$ cat config.mk
export PLATFORM = sky130hd
export DESIGN_NAME = param_register_file
export DESIGN_NICKNAME = d
export VERILOG_FILES = /design/src/rtl/param_register_file.sv
export SDC_FILE = /design/constraint.sdc
export NUM_CORES = 1
export LEC_CHECK = 0
export ABC_AREA = 1
export ABC_CLOCK_PERIOD_IN_PS = 1500
export CAP_MARGIN = 20
export CORE_ASPECT_RATIO = 1.5
export CORE_MARGIN = 4
export CORE_UTILIZATION = 30
export DETAILED_ROUTE_END_ITERATION = 8
export SYNTH_ARGS = -nofsm -noshare
export SYNTH_HDL_FRONTEND = slang
export SYNTH_SLANG_ARGS = --single-unit
export TNS_END_PERCENT = 10
$ cat constraint.sdc
create_clock -name clk -period 1.5 [get_ports clk]
set_clock_uncertainty 0.05 [all_clocks]
set_input_delay 0.3 -clock clk [delete_from_list [all_inputs] [get_ports clk]]
set_output_delay 0.3 -clock clk [all_outputs]
set_load 0.05 [all_outputs]
$ cat src/rtl/param_register_file.sv
// Two-read/one-write register file with a sequential clear engine (IDLE/CLEAR/DONE).
// Optional macro REGFILE_BYPASS_EN forwards an accepted same-cycle write to matching read ports.
module param_register_file #(
  parameter int DATA_W   = 8,
  parameter int ADDR_W   = 2,
  parameter int ZERO_REG = 0
) (
  input  logic              clk,
  input  logic              reset,
  input  logic              RegWrite,
  input  logic [ADDR_W-1:0] write_addr,
  input  logic [DATA_W-1:0] write_data,
  input  logic [ADDR_W-1:0] read_addr1,
  input  logic [ADDR_W-1:0] read_addr2,
  output logic [DATA_W-1:0] read_data1,
  output logic [DATA_W-1:0] read_data2,
  input  logic              clear_req,
  output logic              clear_busy,
  output logic              clear_done
);

  localparam int DEPTH = 2 ** ADDR_W;
  localparam logic [ADDR_W:0] LAST_IDX = (ADDR_W + 1)'(DEPTH - 1);

  typedef enum logic [1:0] {IDLE, CLEAR, DONE} state_t;

  state_t            state;
  state_t            state_nxt;
  logic [ADDR_W:0]   idx;
  logic [DATA_W-1:0] regs [DEPTH];
  logic              wr_acc;

  assign clear_busy = (state == CLEAR);
  assign clear_done = (state == DONE);
  assign wr_acc     = RegWrite && !clear_busy && !((ZERO_REG != 0) && (write_addr == '0));

  always_ff @(posedge clk) begin
    if (!reset) state <= IDLE;
    else        state <= state_nxt;
  end

  always_comb begin
    state_nxt = state;
    case (state)
      IDLE:    if (clear_req) state_nxt = CLEAR;
      CLEAR:   if (idx == LAST_IDX) state_nxt = DONE;
      DONE:    state_nxt = IDLE;
      default: state_nxt = IDLE;
    endcase
  end

  // idx is held at 0 while idle so a clear always begins at register 0;
  // the extra bit lets it reach DEPTH in DONE without wrapping back.
  always_ff @(posedge clk) begin
    if (!reset) begin
      idx <= '0;
      for (int i = 0; i < DEPTH; i++) regs[i] <= '0;
    end else begin
      if (state == IDLE)       idx <= '0;
      else if (state == CLEAR) idx <= idx + (ADDR_W + 1)'(1);

      if (state == CLEAR)  regs[idx[ADDR_W-1:0]] <= '0;
      else if (wr_acc)     regs[write_addr]      <= write_data;
    end
  end

  always_comb begin
    read_data1 = regs[read_addr1];
    read_data2 = regs[read_addr2];
`ifdef REGFILE_BYPASS_EN
    if (wr_acc && (write_addr == read_addr1)) read_data1 = write_data;
    if (wr_acc && (write_addr == read_addr2)) read_data2 = write_data;
`endif
    if ((ZERO_REG != 0) && (read_addr1 == '0)) read_data1 = '0;
    if ((ZERO_REG != 0) && (read_addr2 == '0)) read_data2 = '0;
  end

endmodule

==> results.yml, run 1 <==
run_status:
  violations: "setup timing"
  status: "finished, violations left"
placed_design:
  portBuffers: 35
  placedInstanceArea_um2: 2830
  pre_cts_ws_ns: -0.525
  gp_congestion: 0.774
  dp_hpwl_um: 3790
pwr:
  p_total_uw: 2930
  vdd_drop_max_mv: 0.602
  p_leak_uw: 0.00128
  p_per_area_nw_per_um2: 943
sta:
  clock.fmax_mhz: 638
  finalSetupViolCount: 10
  period_minus_slack_ns: 1.57
  drv_slew: 0
  period_share_pct: 104
  finalWorstSetupSlack_ns: -0.0662
  relSlewSlack_pct: 81.8
  worst_pin_slew_ns: 0.273
  grt_setup_unrepaired: "yes"
  finalHoldViolations: 0
route:
  drtIter0Drc: 67
  first_pass_iters: 4
  avgViaCountPerCell: 5.02
  drtAntennaViolNets: 0
  vias: 1768
  drc_errors: 0
  routed_wl_um: 5150
  drt-wirelength-per-cell_um: 14.6
final_layout:
  final_cell_mix: "nor2_1 (56), edfxtp_1 (32), buf_12 (21)"
  design_area_um2: 3100
  diodes: 0
  final_common_cell: "nor2_1"
  area_growth_pct: 58.2
  drive_gt1_share_pct: 41.7
  nets: 297
global_routing:
  grt_pass1_vias: 1769
  antenna_found_initial: 0
  track_usage_pct: 13.5
  grt_max_degree: 12
  gr-total-overflow: 0
  grt_pass1_wl_um: 8270
yosys:
  yosys.area.top_type: "edfxtp_1"
  yosys_warnings: 0
  synthTopCellsByArea: "edfxtp_1 (49%), nor2_1 (12%), o21ai_0 (8.2%)"
  synthCells: 213
  yosysUniqueCellTypes: 22
  yosysSeqAreaShare_pct: 54.1
  post_synth.cell_area_avg_um2: 9.21
  synth-seq-cells: 37
  synth_top_cell_area_share_pct: 49.0
  synth_area_um2: 1960
  syn-num-nets: 233
setup_path:
  rr_endpoint: "regs[3][6]$_DFFE_PP_"
  critPathCapture: "read_data1[3]"
  cp-start-kind: "flip-flop"
  critPathBufInv: 1
  critPathMaxFanout: 2
  path_delay_family: "flip-flops"
  crit_chain: "o21ai_1, o22ai_1, bufbuf_16"
  worstReg2RegStart: "state[1]$_SDFFE_PN0P_"
  crit_slowest_cell: "edfxtp_1"
  crit_type: "flip-flop to primary output"
  reg2reg_depth: 8
  worstPathRequired_ns: 1.15
  worstSetupEndpointType: "primary output"
  cp.arrival_ns: 1.22
  r2r_setup_slack_ns: 0.06
  path_depth: 3
  cp_slowest_stage_delay_ns: 0.40
  cp-startpoint: "regs[2][3]$_SDFFCE_PN0P_"
clock_tree:
  clock-root-buffer: "clkbuf_8"
  h-tree-depth: 2
  clock_latency_ns: 0.28
  worst_setup_hold_path_clk_slew_ns: 0.07
  cts_tree: "yes"
  max-clock-path-buffers: 2
  cts_buffers: 5
  clkSinkCount: 37
floorplanning:
  die_y_um: 107
  initial_utilization_pct: 31.3
  io_pins: 36
  num_rows: 35
  dieArea_um2: 7920
  coreArea_um2: 6260
  die_x_um: 74.0
worst_hold_path:
  min_path_cells: 2
  hp-class: "flip-flop to flip-flop"
flow_run:
  maxCapViolCount: 0
## metal layers
metal	GRT usage [%]	vias to the layer above	part of all wire [%]
met2	24.0	53	55
met1	15.3	838	38
li1	-	864	-
met3	2.44	13	4.4
met4	5.83	0	2.8
met5	0	-	0
## final cells by class
| type | instances | area [um^2] |
|---|---|---|
| repair buffers | 62 | 805 |
| clock buffers | 6 | 72.6 |
| flip-flops and latches | 37 | 1070 |
| clock inverters | 2 | 10.0 |
| multi-input cells | 149 | 968 |
| inverters | 22 | 87.6 |
| fillers | 561 | 3160 |
| well taps | 74 | 92.6 |
## cells in the mapped netlist
library cell	number
nand3_4	2
nand2_2	1
nand2_4	6
nor2_1	63
nand4_2	1
inv_1	18
nand4_4	1
nand3_2	1
ha_1	2
o22ai_1	17
edfxtp_1	32
nor3_1	1
buf_2	4
a211oi_1	2
dfxtp_1	5
inv_2	4
buf_6	1
nand4_1	1
o21ai_0	32
nand3_1	1
nand2_1	17
nor2_4	1
## worst min-delay path, delay by kind of cell (launching register included)
family          cells  cell delay [ns]
simple gates        1             0.10
flops               1             0.31
compound gates      1             0.05
## per-stage QoR
step / setup TNS, ns / hold slack, ns / util (%) / std cells
floorplan: -8.49 / 0.407 / - / 213
global placement: -24.42 / 0.437 / 45.2 / 344
detailed placement: -25.41 / 0.452 / 45.2 / 344
CTS: -0.583 / 0.460 / 48.2 / 352
global route: -1.33 / 0.478 / 49.6 / 352
finish: -0.253 / 0.455 / 49.6 / 352
## state kept, by name, indices dropped and copies added, names as in the netlist
name / cells
regs: 32
idx: 3
state: 2
## worst min path at each step
stage | endpoint | start | slack, ns
2_1_floorplan | state[0]$_SDFFE_PN0P_ | clear_req | 0.41
3_3_place_gp | idx[2]$_SDFFE_PP0N_ | idx[2]$_SDFFE_PP0N_ | 0.44
3_5_place_dp | idx[2]$_SDFFE_PP0N_ | idx[2]$_SDFFE_PP0N_ | 0.45
4_1_cts | idx[2]$_SDFFE_PP0N_ | idx[2]$_SDFFE_PP0N_ | 0.46
5_1_grt | idx[2]$_SDFFE_PP0N_ | idx[2]$_SDFFE_PP0N_ | 0.48
6_report | idx[2]$_SDFFE_PP0N_ | idx[2]$_SDFFE_PP0N_ | 0.46
## power breakdown
group	internal (uW)	leakage [uW]	total, uW	switching [uW]
registers	1210	0.000375	1270	60.6
clock network	322	0.0000450	662	340
logic	452	0.000861	990	538
total	1990	0.00128	2930	938
## what timing repair did
action,4_1_cts,5_1_grt
hold buffers,0,0
setup buffers,2,0
cloned,2,0
resized for setup,68,38
endpoints found under the setup margin,50,36
endpoints found under the hold margin,0,0
pin swaps,9,13
## cell families (layout without fill, tap and decap cells)
| kind of cell | after synthesis | after routing | synth area share (%) |
|---|---|---|---|
| and+or+nand+nor | 96 | 96 | 24.5 |
| adders and majority gates | 2 | 2 | 1.28 |
| buffers and inverters | 27 | 92 | 5.80 |
| AOI/OAI and AO/OA | 51 | 51 | 14.3 |
| DFF | 37 | 37 | 54.1 |
(Power assumes the default switching activity.)
==> run 2, diff against run 1 <==
--- a/config.mk
+++ b/config.mk
@@ -12,6 +12,7 @@
 export CORE_MARGIN = 4
 export CORE_UTILIZATION = 30
 export DETAILED_ROUTE_END_ITERATION = 8
+export SLEW_MARGIN = 20
 export SYNTH_ARGS = -nofsm -noshare
 export SYNTH_HDL_FRONTEND = slang
 export SYNTH_SLANG_ARGS = --single-unit
==> results of run 2 <==
The final DEF is identical to that of run 1; final timing and power are the same.
==> run 3, diff against run 2 <==
--- a/config.mk
+++ b/config.mk
@@ -12,6 +12,7 @@
 export CORE_MARGIN = 4
 export CORE_UTILIZATION = 30
 export DETAILED_ROUTE_END_ITERATION = 8
+export MAX_ROUTING_LAYER = met4
 export SLEW_MARGIN = 20
 export SYNTH_ARGS = -nofsm -noshare
 export SYNTH_HDL_FRONTEND = slang
==> results.yml, run 3 (same netlist as run 1, synthesis figures left out) <==
run_status:
  status: "finished, violations left"
  violations: "setup timing"
clock_tree:
  cts_buffers: 5
  clock_latency_ns: 0.28
  holdBufCountCts: 0
  clock-root-buffer: "clkbuf_8"
  clkSinkCount: 37
  worst_setup_hold_path_clk_slew_ns: 0.07
  max-clock-path-buffers: 2
  h-tree-depth: 2
  cts_tree: "yes"
placed_design:
  dp_cells: 344
  gp_congestion: 0.785
  dp_hpwl_um: 3790
  pre_cts_ws_ns: -0.525
  portBuffers: 35
global_routing:
  antenna_found_initial: 0
  met1_usage_pct: 15.2
  gr-total-overflow: 0
  top_usage_layer: "met2"
  grt_pass1_wl_um: 8270
  grt_max_degree: 12
  grtUsageMet3_pct: 2.53
  track_usage_pct: 13.9
  grtUsageMet2_pct: 24.0
  grt_pass1_vias: 1771
floorplanning:
  io_pins: 36
  initial_utilization_pct: 31.3
  coreArea_um2: 6260
  dieArea_um2: 7920
  num_rows: 35
  die_x_um: 74.0
  die_y_um: 107
pwr:
  p_per_area_nw_per_um2: 943
  combinationalPowerShare_pct: 33.8
  p_leak_uw: 0.00128
  vdd_drop_max_mv: 0.602
  netSwitchingFraction_pct: 32.1
  p_int_uw: 1990
  pwr-share-clk_pct: 22.6
  seq_power_share_pct: 43.6
  switchingPower_uw: 939
  p_total_uw: 2930
setup_path:
  cp.arrival_ns: 1.22
  worstSetupEndpointType: "primary output"
  crit_type: "flip-flop to primary output"
  reg2reg_depth: 8
  cp-start-kind: "flip-flop"
  worstPathRequired_ns: 1.15
  critPathMaxFanout: 2
worst_hold_path:
  hp-class: "flip-flop to flip-flop"
  min_path_cells: 2
sta:
  drv_slew: 0
  finalHoldViolations: 0
  finalSetupViolCount: 10
  worst_pin_slew_ns: 0.276
  period_share_pct: 104
  clock.fmax_mhz: 639
  period_minus_slack_ns: 1.57
  grt_setup_unrepaired: "yes"
  relSlewSlack_pct: 81.6
  finalWorstSetupSlack_ns: -0.0659
final_layout:
  drive_gt1_share_pct: 41.7
  fillers: 561
  fin_util_pct: 49.6
  seq_area_um2: 1070
  multiInputGateArea_um2: 968
  nets: 297
  diodes: 0
  area_growth_pct: 58.2
  largest_reg_flops: 32
  largestRegisters: "regs (32), idx (3), state (2)"
  fin_cells: 352
  final_common_cell: "nor2_1"
  final_cell_mix: "nor2_1 (56), edfxtp_1 (32), buf_12 (21)"
  regMostFlops: "regs"
route:
  routed_wl_um: 5150
  drtIter0Drc: 64
  drt-wirelength-per-cell_um: 14.6
  vias: 1751
  drtAntennaViolNets: 0
  first_pass_iters: 4
  avgViaCountPerCell: 4.97
  drc_errors: 0
flow_run:
  maxCapViolCount: 0
==> run 3: metrics by stage <==
stage	TNS, ns	instance area, um^2	hold WS (ns)
floorplan	-8.49	2000	0.407
global placement	-24.42	2830	0.437
detailed placement	-25.41	2830	0.452
CTS	-0.583	3020	0.460
global route	-1.33	3100	0.478
finish	-0.253	3100	0.456
==> run 3: final cells by class <==
class / count / area share, %
inverter: 22 / 2.82
tap: 74 / 2.98
clock inverter: 2 / 0.322
multi-input combinational: 149 / 31.2
clock buffer: 6 / 2.34
sequential: 37 / 34.4
timing repair buffer: 62 / 25.9
==> run 3: final timing paths <==
| kind | slack [ns] | start | to |
|---|---|---|---|
| setup / recovery | -0.07 | regs[2][3]$_SDFFCE_PN0P_ | read_data1[3] |
| hold / removal | 0.46 | idx[2]$_SDFFE_PP0N_ | idx[2]$_SDFFE_PP0N_ |
| setup reg to reg | 0.07 | state[1]$_SDFFE_PN0P_ | regs[3][6]$_DFFE_PP_ |
| hold reg to reg | 0.46 | idx[2]$_SDFFE_PP0N_ | idx[2]$_SDFFE_PP0N_ |
==> run 3: timing repair <==
action / 4_1_cts / 5_1_grt
setup endpoints to repair: 50 / 36
setup buffers: 2 / 0
pin swaps: 9 / 13
resized for setup: 68 / 38
cloned: 2 / 0
==> run 3: metal layers <==
metal / wire length (um) / share of wire [%]
met2: 2850 / 55
met4: 130 / 2.5
met3: 231 / 4.5
met5: 0 / 0
met1: 1940 / 38
==> run 3: power groups by stage <==
| stage | sequential, uW | clock, uW | combinational (uW) |
|---|---|---|---|
| 2_1_floorplan | 1270 | 0 | 461 |
| 4_1_cts | 1260 | 674 | 964 |
| 5_1_grt | 1280 | 723 | 1050 |
| 3_3_place_gp | 1280 | 0 | 915 |
| 3_5_place_dp | 1280 | 0 | 923 |
| 6_report | 1280 | 662 | 990 |
==> run 3: worst max-delay path, stage by stage, from the launching register on <==
cell and delay, ns:
edfxtp_1 0.40, o21ai_1 0.14, o22ai_1 0.10, bufbuf_16 0.28
